--- config.mk ---
export PLATFORM = sky130hd
export DESIGN_NAME = data_sramlike_bridge
export DESIGN_NICKNAME = d
export VERILOG_FILES = /design/src/rtl/cpu_bus_pkg.sv /design/src/rtl/data_sramlike_bridge.sv
export SDC_FILE = /design/constraint.sdc
export NUM_CORES = 1
export LEC_CHECK = 0
export ABC_AREA = 0
export CAP_MARGIN = 20
export CORE_MARGIN = 4
export CORE_UTILIZATION = 30
export CTS_CLUSTER_DIAMETER = 50
export DETAILED_ROUTE_END_ITERATION = 8
export PLACE_DENSITY = 0.81
export SLEW_MARGIN = 40
export SYNTH_ARGS = -nofsm -noshare
export SYNTH_HDL_FRONTEND = slang
export SYNTH_SLANG_ARGS = --single-unit
--- constraint.sdc ---
create_clock -name clk -period 2.43 [get_ports clk]
set_input_delay 0.6075 -clock clk [delete_from_list [all_inputs] [get_ports clk]]
set_output_delay 0.6075 -clock clk [all_outputs]
set_load 0.01 [all_outputs]
--- src/rtl/cpu_bus_pkg.sv ---
// Shared types for the CPU data-port bridges: FSM state enum,
// sram-like size codes and byte-enable decode helpers.
package cpu_bus_pkg;

  typedef enum logic [1:0] {
    IDLE = 2'd0,
    REQ  = 2'd1,
    WAIT = 2'd2,
    DONE = 2'd3
  } bridge_state_e;

  localparam logic [1:0] SIZE_BYTE = 2'd0;
  localparam logic [1:0] SIZE_HALF = 2'd1;
  localparam logic [1:0] SIZE_WORD = 2'd2;

  function automatic logic [1:0] wen_to_size(
    input logic [3:0] wen
  );
    logic [1:0] s;
    case (wen)
      4'b0001, 4'b0010,
      4'b0100, 4'b1000: s = SIZE_BYTE;
      4'b0011, 4'b1100: s = SIZE_HALF;
      default:          s = SIZE_WORD;
    endcase
    return s;
  endfunction

  function automatic logic wen_legal(
    input logic [3:0] wen
  );
    logic ok;
    case (wen)
      4'b0000, 4'b0001, 4'b0010,
      4'b0100, 4'b1000, 4'b0011,
      4'b1100, 4'b1111: ok = 1'b1;
      default:          ok = 1'b0;
    endcase
    return ok;
  endfunction

endpackage

--- src/rtl/data_sramlike_bridge.sv ---
// CPU single-cycle data port -> sram-like bus (req/addr_ok/data_ok).
// Ports: clk, resetn; cpu_en/wen/addr/wdata in, cpu_rdata/cpu_stall out;
// bus req/wr/size/addr/wdata out, addr_ok/data_ok/rdata in.
// Option: DATA_BRIDGE_RDATA_BYPASS_EN drops DONE, returns rdata on data_ok.
module data_sramlike_bridge
  import cpu_bus_pkg::*;
#(
  parameter int ADDR_W = 32,
  parameter int DATA_W = 32
) (
  input  logic              clk,
  input  logic              resetn,
  input  logic              cpu_en,
  input  logic [3:0]        cpu_wen,
  input  logic [ADDR_W-1:0] cpu_addr,
  input  logic [DATA_W-1:0] cpu_wdata,
  output logic [DATA_W-1:0] cpu_rdata,
  output logic              cpu_stall,
  output logic              req,
  output logic              wr,
  output logic [1:0]        size,
  output logic [ADDR_W-1:0] addr,
  output logic [DATA_W-1:0] wdata,
  input  logic              addr_ok,
  input  logic              data_ok,
  input  logic [DATA_W-1:0] rdata
);

  bridge_state_e state, state_nx;
  logic [DATA_W-1:0] rdata_q;
  logic              rd_done;

  // data_ok counts only in WAIT, which also masks the accept cycle
  assign rd_done = (state == WAIT) && data_ok;

  assign wr    = |cpu_wen;
  assign size  = wen_to_size(cpu_wen);
  assign addr  = cpu_addr;
  assign wdata = cpu_wdata;

  always_ff @(posedge clk or negedge resetn) begin
    if (!resetn) begin
      state   <= IDLE;
      rdata_q <= '0;
    end else begin
      state <= state_nx;
      if (rd_done) rdata_q <= rdata;
    end
  end

  always_comb begin
    state_nx = state;
    unique case (state)
      IDLE: if (cpu_en)
              state_nx = addr_ok ? WAIT : REQ;
      REQ:  if (addr_ok) state_nx = WAIT;
`ifdef DATA_BRIDGE_RDATA_BYPASS_EN
      WAIT: if (data_ok) state_nx = IDLE;
`else
      WAIT: if (data_ok) state_nx = DONE;
`endif
      DONE: state_nx = IDLE;
      default: state_nx = IDLE;
    endcase
  end

  // outputs are gated with resetn so they drop as soon as reset asserts
  always_comb begin
    req       = 1'b0;
    cpu_stall = 1'b0;
    cpu_rdata = rdata_q;
    unique case (state)
      IDLE: begin
        req       = cpu_en;
        cpu_stall = cpu_en;
      end
      REQ: begin
        req       = 1'b1;
        cpu_stall = cpu_en;
      end
      WAIT: begin
`ifdef DATA_BRIDGE_RDATA_BYPASS_EN
        cpu_stall = cpu_en && !data_ok;
        if (data_ok) cpu_rdata = rdata;
`else
        cpu_stall = cpu_en;
`endif
      end
      DONE: cpu_stall = 1'b0;
      default: ;
    endcase
    if (!resetn) begin
      req       = 1'b0;
      cpu_stall = 1'b0;
      cpu_rdata = '0;
    end
  end

`ifndef SYNTHESIS
  a_wen_legal: assert property (
    @(posedge clk) disable iff (!resetn)
    cpu_en |-> wen_legal(cpu_wen)
  );
`endif

endmodule

==> results by group, run 1 <==
Clocking
  • CTS root buffer: clkbuf_8
  • Clock buffer depth: 2
  • Sink Count: 34
  • CTS tree: done
  • Postcts setup bufs: 0
  • CTS buffer count: 5
  • CTS H-tree depth: 2
  • Worst-Skew Late Latency: around 280 ps
  • CTS clk-pin slew, worst paths: around 80 ps
  • Post-CTS Hold Fix Bufs: 0

Drt
  • Via total after detailed routing: 1,345
  • DR WL/cell: 15.2 um
  • DRT iter0 DRCs: 17
  • Antenna viol nets, final: 0
  • Router iterations before antenna repair: 4
  • WL final: between 4000 and 5000 um
  • # DRC: 0
  • Via-to-Cell Ratio: 4.31

Critical path
  • Worst r2r dst: rdata_q[3]
  • CP Max Fanout: 3
  • Reg2Reg Depth: 5
  • Crit. End Element: output pin
  • Top delay family on crit path: buffers and inverters
  • Worst Setup Start Kind: input port
  • CP peak stage delay: 450 ps
  • Worst Path Required: 1820 ps
  • Critical R2R Launch: state[0]
  • Reg2reg setup slack: a little over 800 ps
  • Critical-path top delay cell: clkdlybuf4s50_1
  • Worst EP arrival: between 1500 and 2000 ps
  • Launch point of the critical path: cpu_wen[2]
  • Kind of critical path: in2out
  • Buffers & Inverters on Critical Path: 2
  • Critical-path cell list: clkdlybuf4s50_1 > nor2_2 > nand3_1 > nand2_1 > dlygate4sd2_1

STA
  • Setup violations, final: 0
  • Unrepaired setup endpoints after global routing: no
  • Final TNS setup: 0 ps
  • Final Hold Vio Count: 0
  • Worst Tran Pin Value: a little under 500 ps
  • Worst hold slack: 281 ps
  • F_max: around 440 MHz
  • Layout Skew: 3.68 ps
  • Worst slew margin: about 67%
  • Minimum clock period: between 2000 and 2500 ps
  • Period utilization: a little over nine tenths
  • Count of pins over their slew limit: 0

Synth
  • Share of the synthesized area in the top cell type: approximately two fifths
  • Syn Nets: ~310
  • Syn Inst Count: between 150 and 200
  • Dominant cells by area after synthesis: dfrtp_1 40%, buf_4 23%, mux2_2 12%, and2_1 9.5%, mux2_1 5.3%
  • Yosys top cell by area: dfrtp_1
  • Ys Warns: 0
  • Number of library cell types mapped by synthesis: 17
  • Sequential share of the synthesized area: around two fifths
  • Post-synthesis sequential element count: 34
  • Cell Area, Synth: 0.00211 mm2
  • Synth Area per Inst: 10.8 um2

Global routing
  • Antenna violations before repair: 0
  • First-pass GRT wire length: 7380 um
  • Vias in the first global route: 1,422
  • Largest net degree at the start of global routing: 49
  • Grt ovf: 0
  • GRT Total Usage: between 10 and 15%

Power
  • Worst vdd ir: between 400 and 500 uV
  • PwrDens: approximately 980 mW/mm2
  • Leakage: 1.12 nW

Cells and area
  • Layout cells sized above 1: between 10% and 20%
  • Area Growth Syn to Fin: 25.5%
  • Most frequent cells in the layout: 71 x clkdlybuf4s50_1, 34 x dfrtp_1, 32 x and2_1
  • Non-filler instance count after layout: between 300 and 400
  • ANT cells: 0
  • Most common cell after layout, fill and taps aside: clkdlybuf4s50_1
  • NumNets Final: between 300 and 400

Floorplan
  • Initial core utilization: ~31%
  • Die Wd: between 90 and 100 um
  • Die Y: a little over 90 um
  • Ports: 206
  • Row cnt: 30
  • Core ar.: around 0.0068 mm2
  • Die area: between 0.008 and 0.009 mm2

Worst hold path
  • Hold crit path type: in2async

Run
  • Maxcap violations: 0

Outcome
  • Status: finished, final reports clean

Placed design
  • Placed Cells: 304
  • IO buf count: between 70 and 80
  • Final HPWL from detailed placement: 3780 um
  • Placer Congestion: about 0.64
-- metrics by stage --
stage | instance area, um2 | util, % | setup slack (ps) | power [W]
after floorplan | 2110 | - | 806 | 0.00174
after global placement | 2540 | 37.4 | -135 | 0.00212
after detailed placement | 2540 | 37.4 | -163 | 0.00216
after CTS | 2640 | 38.9 | 28.3 | 0.00263
after global routing | 2640 | 38.9 | 82.1 | 0.00279
final | 2640 | 38.9 | 153 | 0.00258
-- power breakdown --
group | leakage, nW | internal, W | switching [W]
Sequential | 0.402 | 0.000858 | 0.000129
Clock | 0.0478 | 0.000233 | 0.000222
Combinational | 0.672 | 0.000717 | 0.000420
Total | 1.12 | 0.00181 | 0.000771
-- how the worst max path moves through the flow --
| stage | to | slack [ps] | cells past startpoint |
|---|---|---|---|
| floorplan | cpu_stall | 810 | 3 |
| global placement | size[1] | -140 | 4 |
| detailed placement | size[1] | -160 | 4 |
| CTS | wr | 30 | 4 |
| global route | cpu_rdata[8] | 80 | 4 |
| finish | size[0] | 150 | 5 |
-- per-layer routing --
metal / track usage, % / vias to the layer above / routed length (um)
li1: - / 599 / -
met4: 5.45 / 0 / 157
met2: 18.4 / 101 / 2270
met5: 0 / - / 0
met3: 6.73 / 22 / 694
met1: 11.1 / 623 / 1610
-- cell type report --
type / instances / area (um2)
fillers: 668 / 4150
flip-flops and latches: 34 / 851
repair buffers: 83 / 821
multi-input cells: 86 / 734
well taps: 96 / 120
clock buffers: 6 / 82.6
inverters: 5 / 18.8
clock inverters: 2 / 16.3
-- state kept, by name, summed over array words and instances (netlist names) --
name / count
rdata_q: 32
state: 2
-- worst reg2reg max path: stages, from the launching register on --
cell	delay [ps]
dfrtp_1	390
inv_1	100
ha_1	240
nand2_1	90
buf_4	290
mux2_2	380
-- Yosys cell counts --
cell,instances
buf_4,64
dfrtp_1,34
and2_1,32
mux2_2,22
mux2_1,10
ha_1,5
inv_1,5
mux2i_1,4
nand2_1,4
buf_2,3
clkbuf_1,3
nor2_1,3
nand3_1,2
a21oi_1,1
a222oi_1,1
nor2b_1,1
xnor2_1,1
-- timing repair --
| action | 4_1_cts | 5_1_grt |
|---|---|---|
| pin swaps | 1 | 1 |
| endpoints found under the setup margin | 5 | 1 |
| gates resized for setup | 6 | 1 |
| endpoints found under the hold margin | 0 | 0 |
-- kinds of logic after synthesis --
group                      synth area share [%]
buffers and inverters                      25.0
AOI/OAI and AO/OA                         0.713
and+or+nand+nor                            11.5
xor gates and xnor gates                  0.416
muxes                                      19.0
adders and majority gates                  2.97
DFF                                        40.4
Power figures use the tool's default switching activity.
==> inputs of run 2 (changes only) <==
--- a/config.mk
+++ b/config.mk
@@ -8,10 +8,10 @@
 export ABC_AREA = 0
 export CAP_MARGIN = 20
 export CORE_MARGIN = 4
-export CORE_UTILIZATION = 30
+export CORE_UTILIZATION = 32
 export CTS_CLUSTER_DIAMETER = 50
 export DETAILED_ROUTE_END_ITERATION = 8
-export PLACE_DENSITY = 0.81
+export PLACE_DENSITY = 0.95
 export SLEW_MARGIN = 40
 export SYNTH_ARGS = -nofsm -noshare
 export SYNTH_HDL_FRONTEND = slang
==> run 2 against run 1 <==
Against the previous run: die area is 5.7% lower; final cell count is 6.7% lower; critical endpoint is now wr; sequential power hardly changed; non-clock buffer count is 2 lower; largest power group unchanged.
==> results by group, run 2 (same netlist as run 1, synthesis figures left out) <==
Floorplan
  • Die area: between 0.007 and 0.008 mm2
  • Ports: approximately 210
  • Die Wd: between 80 and 90 um
  • Initial core utilization: around a third
  • Row cnt: 29
  • Core ar.: 0.00639 mm2
  • Die Y: 89.1 um

Placed design
  • IO buf count: 77
  • Placer Congestion: 0.674
  • Final HPWL from detailed placement: a little under 4000 um

Cells and area
  • Multi-input logic area: around 730 um2
  • Total of fill cells in the finished design: 626
  • NumNets Final: roughly 320
  • Regs by FF count: rdata_q x32, state x2
  • ANT cells: 0
  • Max reg flops: 32
  • Storage cell area: ~850 um2
  • Biggest register: rdata_q
  • Layout cells sized above 1: roughly 17%
  • Area Growth Syn to Fin: 24.0%
  • Most common cell after layout, fill and taps aside: clkdlybuf4s50_1
  • Most frequent cells in the layout: 72 x clkdlybuf4s50_1, 34 x dfrtp_1, 32 x and2_1

Drt
  • # DRC: 0
  • Via total after detailed routing: about 1,300
  • DRT iter0 DRCs: 8
  • Router iterations before antenna repair: 4
  • DR WL/cell: between 15 and 20 um
  • Via-to-Cell Ratio: 4.51
  • WL final: 4690 um
  • Antenna viol nets, final: 0

Global routing
  • Largest net degree at the start of global routing: 47
  • First-pass GRT wire length: about 7000 um
  • Grt ovf: 0
  • GRT Total Usage: between 10% and 20%
  • Antenna violations before repair: 0
  • Vias in the first global route: roughly 1,400

Critical path
  • Top delay family on crit path: buffers and inverters
  • Crit. End Element: output pin
  • Worst r2r dst: rdata_q[15]
  • Worst EP arrival: about 1800 ps
  • Critical Path Most Common Cell: clkdlybuf4s50_1
  • Reg2reg setup slack: just over 800 ps
  • Buffers & Inverters on Critical Path: 2
  • Reg2Reg Depth: 5
  • Worst Setup Start Kind: input port
  • Kind of critical path: in2out
  • Launch point of the critical path: cpu_wen[0]
  • Critical-path top delay cell: clkdlybuf4s50_1
  • Critical R2R Launch: state[0]
  • Critical-path cell list: clkdlybuf4s50_1 > nor2_2 > nand2_1 > clkdlybuf4s50_1
  • Worst Path Required: between 1500 and 2000 ps
  • CP Max Fanout: 3
  • CP peak stage delay: around 470 ps

Clocking
  • CTS clk-pin slew, worst paths: 70 ps
  • CTS buffer count: 5
  • CTS root buffer: clkbuf_8
  • Clock buffer depth: 2
  • Worst-Skew Late Latency: about 280 ps
  • CTS H-tree depth: 2
  • CTS tree: done
  • Sink Count: 34

STA
  • Period utilization: a little under 100%
  • Setup violations, final: 0
  • Final TNS setup: 0 ps
  • Final Hold Vio Count: 0
  • Minimum clock period: ~2400 ps
  • Count of pins over their slew limit: 0
  • F_max: approximately 420 MHz
  • Unrepaired setup endpoints after global routing: no
  • Layout Skew: ~9 ps
  • Worst hold slack: just under 300 ps
  • Worst slew margin: ~66%
  • Worst Tran Pin Value: roughly 510 ps

Outcome
  • Status: finished, final reports clean

Worst hold path
  • Hold crit path type: in2async

Power
  • Leakage: 1.13 nW
  • Worst vdd ir: approximately 550 uV
  • PwrDens: 980 mW/mm2

Run
  • Maxcap violations: 0
==> run 2: changes by cell type in the layout (fill, tap and decap cells not counted), sizes merged <==
cell           before  now
buf                 7    5
clkbuf              6    7
clkdlybuf4s50      71   72
clkinv              0    1
clkinvlp            1    0
dlygate4sd2         4    3
inv                 6    5
==> run 2: repair_timing <==
item	4_1_cts	5_1_grt
endpoints found under the setup margin	3	1
pin swaps	2	0
hold buffers	0	0
buffers inserted	0	0
gates resized for setup	5	1
hold endpoints to repair	0	0
gates cloned	0	0
==> run 2: layout make-up <==
type / instances / area share (%)
Timing Repair Buffer: 81 / 31.4
Tap cell: 77 / 3.69
Inverter: 5 / 0.719
Clock inverter: 1 / 0.192
Multi-Input combinational cell: 86 / 28.1
Clock buffer: 7 / 3.31
Sequential cell: 34 / 32.6
==> run 2: per-layer routing <==
metal	wire, um	track usage (%)
met5	0	0
met4	132	4.87
met3	628	6.18
met2	2430	20.6
met1	1500	10.7
==> run 2: power breakdown <==
part	leakage, nW	switching, W	total, W	internal [W]
combinational	0.678	0.000426	0.00115	0.000719
sequential	0.402	0.000126	0.000985	0.000859
clock	0.0482	0.000200	0.000428	0.000229
total	1.13	0.000752	0.00256	0.00181
==> run 2: metrics by stage <==
step	area, um2	setup slack [ps]	utilization (%)	instances	power, W
floorplan	2110	806	-	195	0.00174
global placement	2520	-118	39.4	283	0.00212
detailed placement	2520	-135	39.4	283	0.00218
CTS	2610	20.8	40.9	291	0.00262
global route	2610	5.51	40.9	291	0.00276
finish	2610	56.7	40.9	291	0.00256
==> run 2: how the worst max path moves through the flow <==
| stage | to | slack [ps] | depth (start not counted) |
|---|---|---|---|
| 2_1_floorplan | cpu_stall | 810 | 3 |
| 3_3_place_gp | size[1] | -120 | 4 |
| 3_5_place_dp | size[0] | -140 | 5 |
| 4_1_cts | cpu_stall | 20 | 4 |
| 5_1_grt | wr | 6 | 4 |
| 6_report | wr | 60 | 4 |
